### config.mk
export PLATFORM = sky130hd
export DESIGN_NAME = uart_rx_cfg_flat
export DESIGN_NICKNAME = d
export VERILOG_FILES = /design/src/rtl/uart_pkg.sv /design/src/rtl/uart_rx_cfg_if.sv /design/src/rtl/uart_rx_sampler.sv /design/src/rtl/uart_rx_cfg.sv /design/src/flat_wrapper.sv
export SDC_FILE = /design/constraint.sdc
export NUM_CORES = 1
export LEC_CHECK = 0
export CAP_MARGIN = 20
export CORE_MARGIN = 10
export CORE_UTILIZATION = 47
export DETAILED_ROUTE_END_ITERATION = 7
export PLACE_DENSITY = 0.67
export SLEW_MARGIN = 20
export SYNTH_ARGS = -nofsm -noshare
export SYNTH_HDL_FRONTEND = slang
export SYNTH_HIERARCHICAL = 1
export SYNTH_SLANG_ARGS = --single-unit
export TNS_END_PERCENT = 30
### constraint.sdc
create_clock -name CLK -period 8.8 [get_ports CLK]
set_clock_uncertainty 0.2 [all_clocks]
set_input_delay 1.32 -clock CLK [delete_from_list [all_inputs] [get_ports CLK]]
set_output_delay 1.32 -clock CLK [all_outputs]
set_load 0.03 [all_outputs]
### src/rtl/uart_pkg.sv
// Shared UART definitions: receiver/transmitter FSM states,
// parity encodings and configuration limits.
package uart_pkg;

    typedef enum logic [2:0] {
        IDLE,
        START,
        DATA,
        PARITY,
        STOP,
        WAIT_IDLE
    } uart_state_e;

    localparam logic PAR_EVEN = 1'b0;
    localparam logic PAR_ODD  = 1'b1;

    localparam int MIN_PRESCALE = 8;

    function automatic logic maj3(input logic a, input logic b, input logic c);
        return (a & b) | (a & c) | (b & c);
    endfunction

endpackage

### src/rtl/uart_rx_cfg_if.sv
// Receiver result bundle: last good frame plus
// one-cycle outcome pulses towards the system controller.
interface uart_rx_cfg_if #(
    parameter int DATA_WIDTH = 8
);
    logic [DATA_WIDTH-1:0] P_DATA;
    logic                  data_valid;
    logic                  parity_error;
    logic                  framing_error;
    logic                  break_det;

    modport master (
        output P_DATA, data_valid, parity_error,
        output framing_error, break_det
    );

    modport slave (
        input P_DATA, data_valid, parity_error,
        input framing_error, break_det
    );
endinterface

### src/rtl/uart_rx_sampler.sv
// Bit timing for the receiver: edge counter, frame bit
// index and 3-sample majority vote around mid-bit.
module uart_rx_sampler
    import uart_pkg::*;
#(
    parameter int PRESC_W = 6,
    parameter int IDX_W   = 4
) (
    input  logic               CLK,
    input  logic               RST,
    input  logic               rx,
    input  logic               run,
    input  logic [PRESC_W-1:0] p,
    output logic [IDX_W-1:0]   bit_idx,
    output logic               sampled_bit,
    output logic               bit_done,
    output logic               bit_end
);
    localparam logic [PRESC_W-1:0] ONE = PRESC_W'(1);
    localparam logic [PRESC_W-1:0] TWO = PRESC_W'(2);
    localparam logic [IDX_W-1:0]   IDX_ONE = IDX_W'(1);

    logic [PRESC_W-1:0] edge_cnt;
    logic [PRESC_W-1:0] half;
    logic               s0;
    logic               s1;

    assign half        = p >> 1;
    assign bit_done    = edge_cnt == half;
    assign bit_end     = edge_cnt == p - ONE;
    assign sampled_bit = maj3(s0, s1, rx);

    always_ff @(posedge CLK or negedge RST) begin
        if (!RST) begin
            edge_cnt <= '0;
            bit_idx  <= '0;
            s0       <= 1'b1;
            s1       <= 1'b1;
        end else if (!run) begin
            edge_cnt <= '0;
            bit_idx  <= '0;
        end else begin
            edge_cnt <= bit_end ? '0 : edge_cnt + ONE;
            if (bit_done)
                bit_idx <= bit_idx + IDX_ONE;
            if (edge_cnt == half - TWO)
                s0 <= rx;
            if (edge_cnt == half - ONE)
                s1 <= rx;
        end
    end
endmodule

### src/rtl/uart_rx_cfg.sv
// Runtime-configurable UART receiver: 5..9 data bits, optional
// parity, 1/2 stop bits, glitch rejection and break detection.
module uart_rx_cfg
    import uart_pkg::*;
#(
    parameter int DATA_WIDTH = 8,
    parameter int PRESC_W    = 6
) (
    input  logic               CLK,
    input  logic               RST,
    input  logic               RX_IN,
    input  logic [PRESC_W-1:0] Prescale,
    input  logic               PAR_EN,
    input  logic               PAR_TYP,
    input  logic               STOP2,
    uart_rx_cfg_if.master      rx_if
);
    localparam int IDX_W = 4;
    localparam logic [IDX_W-1:0] LAST_DATA_END = IDX_W'(DATA_WIDTH + 1);

    uart_state_e state, nxt;

    logic [PRESC_W-1:0]    p_q;
    logic                  par_en_q, par_typ_q, stop2_q;
    logic [DATA_WIDTH-1:0] shreg, p_data_q;
    logic                  par_err_q, all_zero_q;
    logic                  dv_q, pe_q, fe_q, bd_q;
    logic                  run, sampled_bit, bit_done, bit_end;
    logic [IDX_W-1:0]      bit_idx, first_stop, last_stop;
    logic                  start_seen, stop_bad, frame_end;
    logic                  exp_par, is_break;

    uart_rx_sampler #(
        .PRESC_W (PRESC_W),
        .IDX_W   (IDX_W)
    ) u_sampler (
        .CLK         (CLK),
        .RST         (RST),
        .rx          (RX_IN),
        .run         (run),
        .p           (p_q),
        .bit_idx     (bit_idx),
        .sampled_bit (sampled_bit),
        .bit_done    (bit_done),
        .bit_end     (bit_end)
    );

    assign start_seen = (state == IDLE) && !RX_IN;
    assign first_stop = LAST_DATA_END + {{(IDX_W-1){1'b0}}, par_en_q};
    assign last_stop  = first_stop + {{(IDX_W-1){1'b0}}, stop2_q};
    assign stop_bad   = (state == STOP) && bit_done && !sampled_bit;
    assign frame_end  = (state == STOP) && bit_done &&
                        (stop_bad || bit_idx == last_stop);
    assign exp_par    = (par_typ_q == PAR_ODD) ? ~^shreg : ^shreg;
    assign is_break   = all_zero_q && bit_idx == first_stop;
    // Counter runs whenever the next cycle belongs to a frame.
    assign run        = nxt inside {START, DATA, PARITY, STOP};

    always_comb begin
        nxt = state;
        unique case (state)
            IDLE:
                if (!RX_IN) nxt = START;
            START:
                if (bit_done && sampled_bit) nxt = IDLE;
                else if (bit_end)            nxt = DATA;
            DATA:
                if (bit_end && bit_idx == LAST_DATA_END)
                    nxt = par_en_q ? PARITY : STOP;
            PARITY:
                if (bit_end) nxt = STOP;
            STOP:
                if (stop_bad)       nxt = WAIT_IDLE;
                else if (frame_end) nxt = IDLE;
            WAIT_IDLE:
                if (RX_IN) nxt = IDLE;
            default:
                nxt = IDLE;
        endcase
    end

    always_ff @(posedge CLK or negedge RST) begin
        if (!RST) state <= IDLE;
        else      state <= nxt;
    end

    always_ff @(posedge CLK or negedge RST) begin
        if (!RST) begin
            p_q        <= PRESC_W'(MIN_PRESCALE);
            par_en_q   <= 1'b0;
            par_typ_q  <= PAR_EVEN;
            stop2_q    <= 1'b0;
            shreg      <= '0;
            p_data_q   <= '0;
            par_err_q  <= 1'b0;
            all_zero_q <= 1'b1;
            dv_q       <= 1'b0;
            pe_q       <= 1'b0;
            fe_q       <= 1'b0;
            bd_q       <= 1'b0;
        end else begin
            dv_q <= 1'b0;
            pe_q <= 1'b0;
            fe_q <= 1'b0;
            bd_q <= 1'b0;
            if (start_seen) begin
                p_q        <= Prescale & ~PRESC_W'(1);
                par_en_q   <= PAR_EN;
                par_typ_q  <= PAR_TYP;
                stop2_q    <= STOP2;
                par_err_q  <= 1'b0;
                all_zero_q <= 1'b1;
            end
            if (bit_done && (state == DATA || state == PARITY))
                all_zero_q <= all_zero_q & ~sampled_bit;
            if (bit_done && state == DATA)
                shreg <= {sampled_bit, shreg[DATA_WIDTH-1:1]};
            if (bit_done && state == PARITY)
                par_err_q <= sampled_bit != exp_par;
            if (frame_end) begin
                if (stop_bad) begin
                    fe_q <= 1'b1;
                    bd_q <= is_break;
                    pe_q <= par_err_q && !is_break;
                end else if (par_err_q) begin
                    pe_q <= 1'b1;
                end else begin
                    dv_q     <= 1'b1;
                    p_data_q <= shreg;
                end
            end
        end
    end

    assign rx_if.P_DATA        = p_data_q;
    assign rx_if.data_valid    = dv_q;
    assign rx_if.parity_error  = pe_q;
    assign rx_if.framing_error = fe_q;
    assign rx_if.break_det     = bd_q;
endmodule

### src/flat_wrapper.sv
// flat-port wrapper written by rule: the top's interface ports become plain ports
module uart_rx_cfg_flat import uart_pkg::*;
#(
    parameter int DATA_WIDTH = 8,
    parameter int PRESC_W    = 6
)
  (CLK, RST, RX_IN, Prescale, PAR_EN, PAR_TYP, STOP2, rx_if_P_DATA, rx_if_data_valid, rx_if_parity_error, rx_if_framing_error, rx_if_break_det);
  uart_rx_cfg_if #(.DATA_WIDTH(DATA_WIDTH)) rx_if_i ();
  input  logic CLK;
  input  logic RST;
  input  logic RX_IN;
  input  logic [PRESC_W-1:0] Prescale;
  input  logic PAR_EN;
  input  logic PAR_TYP;
  input  logic STOP2;
  output wire logic [$bits(rx_if_i.P_DATA)-1:0] rx_if_P_DATA;
  output wire logic [$bits(rx_if_i.data_valid)-1:0] rx_if_data_valid;
  output wire logic [$bits(rx_if_i.parity_error)-1:0] rx_if_parity_error;
  output wire logic [$bits(rx_if_i.framing_error)-1:0] rx_if_framing_error;
  output wire logic [$bits(rx_if_i.break_det)-1:0] rx_if_break_det;
  assign rx_if_P_DATA = rx_if_i.P_DATA;
  assign rx_if_data_valid = rx_if_i.data_valid;
  assign rx_if_parity_error = rx_if_i.parity_error;
  assign rx_if_framing_error = rx_if_i.framing_error;
  assign rx_if_break_det = rx_if_i.break_det;
  uart_rx_cfg #(.DATA_WIDTH(DATA_WIDTH), .PRESC_W(PRESC_W)) u_core (.CLK(CLK), .RST(RST), .RX_IN(RX_IN), .Prescale(Prescale), .PAR_EN(PAR_EN), .PAR_TYP(PAR_TYP), .STOP2(STOP2), .rx_if(rx_if_i));
endmodule
* Yosys cells after proc, flatten, opt, wreduce, memory -nomap -nowiden *
Cells that the tools add are included.

word-level totals
  bits in registers = 45
  input bits = 12
  output and inout bits = 12
  logic and storage cells = 105

cells by class
  add/sub/neg operators = 7
  eq/ne operators = 18
  muxes and demuxes = 29
  bitwise logic cells = 9
  reductions and logical operators = 25

operator list
  kind                 count
  $mux 3               9
  $eq 6x6->1           3
  $pmux 3 s6           1
  $mux 1               15
  $eq 3x2->1 const B   4
  $mux 6               2
  $logic_and 1x1->1    11
  $eq 3x3->1 const B   3
  $eq 4x4->1           2
  $mux 4               2
  $reduce_xnor 8->1    1
  $reduce_xor 8->1     1
  $add 6x1->6 const B  1
  $eq 3x1->1 const B   2
  $eq 6x5->1           1
  $sub 5x1->6 const B  1
  $sub 5x2->6 const B  1
  $sub 6x1->6 const B  1
  $add 4x1->4          1
  $add 4x1->4 const A  1
  $add 4x1->4 const B  1
  $and 1x1->1          4
  $eq 4x4->1 const B   1
  $reduce_and 2->1     2
  other kinds (10)     17

* Logic depth before layout (Yosys ltp) *
  depth after elaboration = 13
  depth in mapped cells = 13
  depth with buffers taken out = 13

* By module *
Netlist, hierarchy kept.

by module, submodules not included
  module           instances  cells each  area an instance (µm²)  sequential area each (µm²)
  uart_rx_cfg      1          125         1569.0                  828.3
  uart_rx_sampler  1          112         1073.5                  302.8

* Least setup slack after synthesis *
Ideal clock, no wire load.

  path type = in2reg
  start = input port RX_IN
  end = register u_core.u_sampler.s1
  library setup time = 0.085 ns
  data arrival time = 3.233 ns
  data required time = 8.515 ns
  path slack = 5.283 ns
  stages on the path = 9
  path buffers = 1
  cell sequence = maj3_1 -> clkbuf_1 -> nor3b_1 -> o21ai_0 -> o221ai_1 -> o41a_1 -> nand2_1 -> nand4b_1 -> mux2_1

between the ends
  cells in the longest elaborated chain, start to end = 13
  elaborated cells between the ends (all ways) = 21
  those cells by class = eq/ne (4); mux (6); bitwise (4); reduce/logical (7)

ends and longest elaborated chain
  element                                line                   text
  start, declared                        flat_wrapper.sv:11     input logic RX_IN;
  $and 1x1->1                            uart_pkg.sv:20         return (a & b) | (a & c) | (b & c);
  $or 1x1->1 (2 in a row)                uart_pkg.sv:20
  $logic_not 1->1                        uart_rx_cfg.sv:51      assign stop_bad = (state == STOP) && bit_done && !sampled_bit;
  $logic_and 1x1->1                      uart_rx_cfg.sv:51
  $logic_or 1x1->1                       uart_rx_cfg.sv:53      (stop_bad || bit_idx == last_stop);
  $logic_and 1x1->1                      uart_rx_cfg.sv:52      assign frame_end = (state == STOP) && bit_done &&
  $mux 3                                 uart_rx_cfg.sv:74      else if (frame_end) nxt = IDLE;
  $mux 3                                 uart_rx_cfg.sv:73      if (stop_bad) nxt = WAIT_IDLE;
  $pmux 3 s6 (*)                         uart_rx_cfg.sv:61      unique case (state)
  via u_core.nxt[0]                      uart_rx_cfg.sv:21      uart_state_e state, nxt;
  $eq 3x1->1 (tied with other cells)     uart_rx_cfg.sv:57      assign run = nxt inside {START, DATA, PARITY, STOP};
  $reduce_bool 4->1 (*)                  uart_rx_cfg.sv:57
  via u_core.run                         uart_rx_cfg.sv:28      logic run, sampled_bit, bit_done, bit_end;
  $reduce_and 2->1 (no source line) (*)  n/a
  end signal, assigned                   uart_rx_sampler.sv:49  s1 <= rx;
  end, declared                          uart_rx_sampler.sv:26  logic s1;

The timed path passes the listed nets; every way through them passes the cells marked *.
A chain may end at the register's enable or synchronous reset.

* Worst setup path in the final report *
  start = register u_core.p_q[1]
  end = register u_core.u_sampler.s0

between the ends
  elaborated cells between the ends (all ways) = 24
  those cells by class = add/sub (2); eq/ne (7); mux (7); reduce/logical (8)

RTL lines
  element                                             line                                  text
  start, declared                                     uart_rx_cfg.sv:23                     logic [PRESC_W-1:0] p_q;
  start signal, assigned                              uart_rx_cfg.sv:89                     p_q <= PRESC_W'(MIN_PRESCALE);
  start signal, assigned                              uart_rx_cfg.sv:107                    p_q <= Prescale & ~PRESC_W'(1);
  $sub 6x1->6 (*)                                     uart_rx_sampler.sv:30                 assign bit_end = edge_cnt == p - ONE;
  $eq 6x6->1 (*)                                      uart_rx_sampler.sv:30
  via u_core.bit_end                                  uart_rx_cfg.sv:28
  $mux 3 / $logic_and 1x1->1 (equally long branches)  uart_rx_cfg.sv:66, uart_rx_cfg.sv:68
  $mux 3 (on tied branches)                           uart_rx_cfg.sv:65, uart_rx_cfg.sv:68
  $pmux 3 s6 (*)                                      uart_rx_cfg.sv:61
  via u_core.nxt[1]                                   uart_rx_cfg.sv:21
  $eq 3x1->1 (tied with other cells)                  uart_rx_cfg.sv:57
  $reduce_bool 4->1 (*)                               uart_rx_cfg.sv:57
  via u_core.run                                      uart_rx_cfg.sv:28
  $reduce_and 2->1 (no source line) (*)               n/a
  end signal, assigned                                uart_rx_sampler.sv:47                 s0 <= rx;
  end, declared                                       uart_rx_sampler.sv:25                 logic s0;

Marked as above.

==> results by group <==
Clock tree
  • CTS max path bufs: 2
  • Post-CTS setup buffer count: 0
  • Cts repair resizes: 0
  • Clk_lat worst skew: 290 ps
  • Clock Sinks: 45
  • TritonCTS Buffers: 5
  • H-tree depth: 2
  • Hold_buf cts: 0
  • Worst-path clk slew: 90 ps
  • Root Driver: clkbuf_8
  • CTS tree: yes

Placed design
  • Gp weighted congestion: 0.814
  • # port buffers: 22
  • Post-placement cell count: 327
  • DP HPWL: 3.72 mm

Timing
  • Setup TNS: 0 ps
  • RSZ-0062 raised after global routing: no
  • Worst slew pin tran: 642 ps
  • Relative slew slack: 0.569
  • Max Fclk: 243 MHz
  • Fin. max-slew vios: 0
  • Tmin final: 4120 ps
  • Final hold violation count: 0
  • Tcrit/Tclk final: 0.468
  • Final setup viols: 0

Synth
  • Most common cell in the synthesized netlist: dfrtp_1
  • Average cell area after synthesis: 11.1 um^2
  • Ys flop type: dfrtp_1
  • Post-synth EDFFs: 0
  • Cell Area, Synth: 0.00264 mm^2
  • Synth top area share: 0.388
  • Post-synthesis cell count: 237
  • Post-synthesis async set-or-reset flop share: 1.00
  • Synth unique cells: 55
  • Yosys top cell by area: dfrtp_1
  • Yosys reg bits: 45
  • Register area share after synthesis: 0.428
  • Number of synthesis warnings: 6
  • Synth top area cells: dfrtp_1 (39%), mux2_2 (9.8%), xor2_1 (6.3%), xnor2_1 (6.0%), ha_1 (4.3%)
  • Synth cell count leaders: dfrtp_1 (41), mux2_2 (23), xor2_1 (19)

Worst setup path
  • Reg2Reg Setup Slack: 4680 ps
  • R2r endpoint: u_core/u_sampler/s0
  • Worst setup SP type: register
  • Crit Reg-Reg Startpoint: u_core/p_q[1]
  • Critical path fanouts, max: 7
  • CP Launch Point: u_core/p_q[1]
  • Reg2reg path depth: 13
  • Worst Path Arrival: 4140 ps
  • Worst Setup End Kind: register
  • Critical Path End: u_core/u_sampler/s0
  • Setup CP Type: register to register
  • Critical Path RT: 8820 ps

Power and ir drop
  • P_leak: 1.32 nW
  • Worst VDD drop: 185 uV
  • PD cells: 301 mW/mm^2

Global route
  • Total GRT Usage: 0.121
  • Initial antenna violation count: 0
  • Vias in the first global route: 1823
  • Largest net degree at the start of global routing: 46
  • Grt ovf: 0
  • Global-route wire length before repair: 8.81 mm

Cells and area
  • Fillers: 504
  • Ant diodes: 0
  • Multi-input logic area: 0.00143 mm^2
  • Reg area: 0.00113 mm^2
  • Post-Layout Cell Count: 335
  • Share of layout cells above drive strength 1: 0.175
  • # nets final: 283
  • Area grow syn2layout: 14.0%

Route
  • Drt first pass iters: 4
  • Met3 Wirelength: 267 um
  • Final ANT Viol Nets: 0
  • Drt initial violations: 55
  • Via/cell ratio: 5.32
  • Via count: 1781
  • Routed length on met2: 2.46 mm
  • Drt wl/cell: 15.2 um
  • Drt drc: 0
  • Routed WL: 5.09 mm
  • DRT met1 WL: 2.33 mm
  • Max layer used: met4

Die
  • Starting density of the core: 0.483
  • Row cnt: 27
  • Die area: 0.00902 mm^2
  • Ports: 24
  • Die W: 95.0 um
  • DIE HEIGHT: 95.0 um
  • Total core area: 0.00547 mm^2

Status
  • Status: complete, no violations

Job
  • MaxCap Viol Count: 0

Hold path
  • Worst min path class: register to register
sequential cells by signal, indices dropped and copies added (netlist names), 3 cells and up:
signal and cells:
u_core/u_sampler/bit_idx 4, u_core/u_sampler/edge_cnt 6, u_core/shreg 8, u_core/state 3, u_core/rx_if.P_DATA 8, u_core/p_q 5
cell families (layout without fill, tap and decap cells):
family          Yosys count  after routing  share of synthesized area
other cells               1              3                    0.00142
compound gates           27             27                     0.0805
mux                      25             25                      0.106
simple gates             70             70                      0.160
buf+inv                  20             44                     0.0360
flops                    45             45                      0.428
xor+xnor                 39             39                      0.142
fa+ha+maj                10             10                     0.0464
through the flow:
| step | instance area (um^2) | hold slack (ps) | setup slack, ps | total power, mW | utilization |
|---|---|---|---|---|---|
| 6_report | 3010 | 313 | 4680 | 0.908 | 0.550 |
| 5_1_grt | 3010 | 332 | 4410 | 0.991 | 0.550 |
| 4_1_cts | 3010 | 317 | 4680 | 0.919 | 0.550 |
| 3_5_place_dp | 2920 | 299 | 4360 | 0.789 | 0.534 |
| 3_3_place_gp | 2920 | 290 | 4410 | 0.777 | 0.534 |
| 2_1_floorplan | 2650 | 297 | 5280 | 0.711 | - |
layout make-up:
type,instances,share of cell area
clock buffer,5,0.0229
clock inverter,3,0.00582
inverter,13,0.0162
multi-input combinational,174,0.475
sequential,45,0.376
tap,72,0.0299
timing repair buffer,23,0.0748
how the worst min path moves through the flow:
stage,from,endpoint,slack (ps),cells after the start
after floorplan,u_core/all_zero_q,u_core/all_zero_q,300,1
after global placement,u_core/rx_if.P_DATA[2],u_core/rx_if.P_DATA[2],290,1
after detailed placement,u_core/rx_if.P_DATA[4],u_core/rx_if.P_DATA[4],300,1
after CTS,u_core/rx_if.P_DATA[4],u_core/rx_if.P_DATA[4],320,1
after global routing,u_core/rx_if.P_DATA[7],u_core/rx_if.P_DATA[7],330,1
final,u_core/rx_if.P_DATA[6],u_core/rx_if.P_DATA[6],310,1
cell usage in the layout, fill, tap and decap left out, types with 5 or more instances in the layout:
cell type / netlist / final
nand3_1: 7 / 7
dfrtp_1: 41 / 41
clkdlybuf4s50_1: 0 / 21
nor2_1: 12 / 12
nand3b_1: 5 / 5
inv_1: 13 / 13
mux2_2: 23 / 23
xor2_1: 19 / 19
xnor2_1: 18 / 18
nand2_1: 12 / 12
nand2b_1: 5 / 5
ha_1: 9 / 9
clkbuf_8: 0 / 5
o21ai_0: 8 / 8
worst max-delay path: stages (launching register included):
cell and delay, ps:
dfrtp_1 430, inv_1 170, ha_1 270, a21boi_0 310, nand2_1 110, xnor2_1 200
nor4_1 610, and4bb_2 320, a22o_1 140, a31o_2 110, o41a_1 340, nand4_1 180
a211oi_2 290, mux2_2 360
where the power goes:
group          internal [mW]  total [mW]  switching [mW]  leakage, nW
registers              0.265       0.361          0.0960        0.580
logic                  0.211       0.423           0.212        0.698
clock network         0.0549       0.124          0.0693       0.0439
layer usage:
layer  global-route usage  up-vias
li1                     -      868
met2                0.198       26
met3               0.0309        2
met5                    0        -
met4               0.0349        0
met1                0.155      885
(Power assumes the default switching activity.)
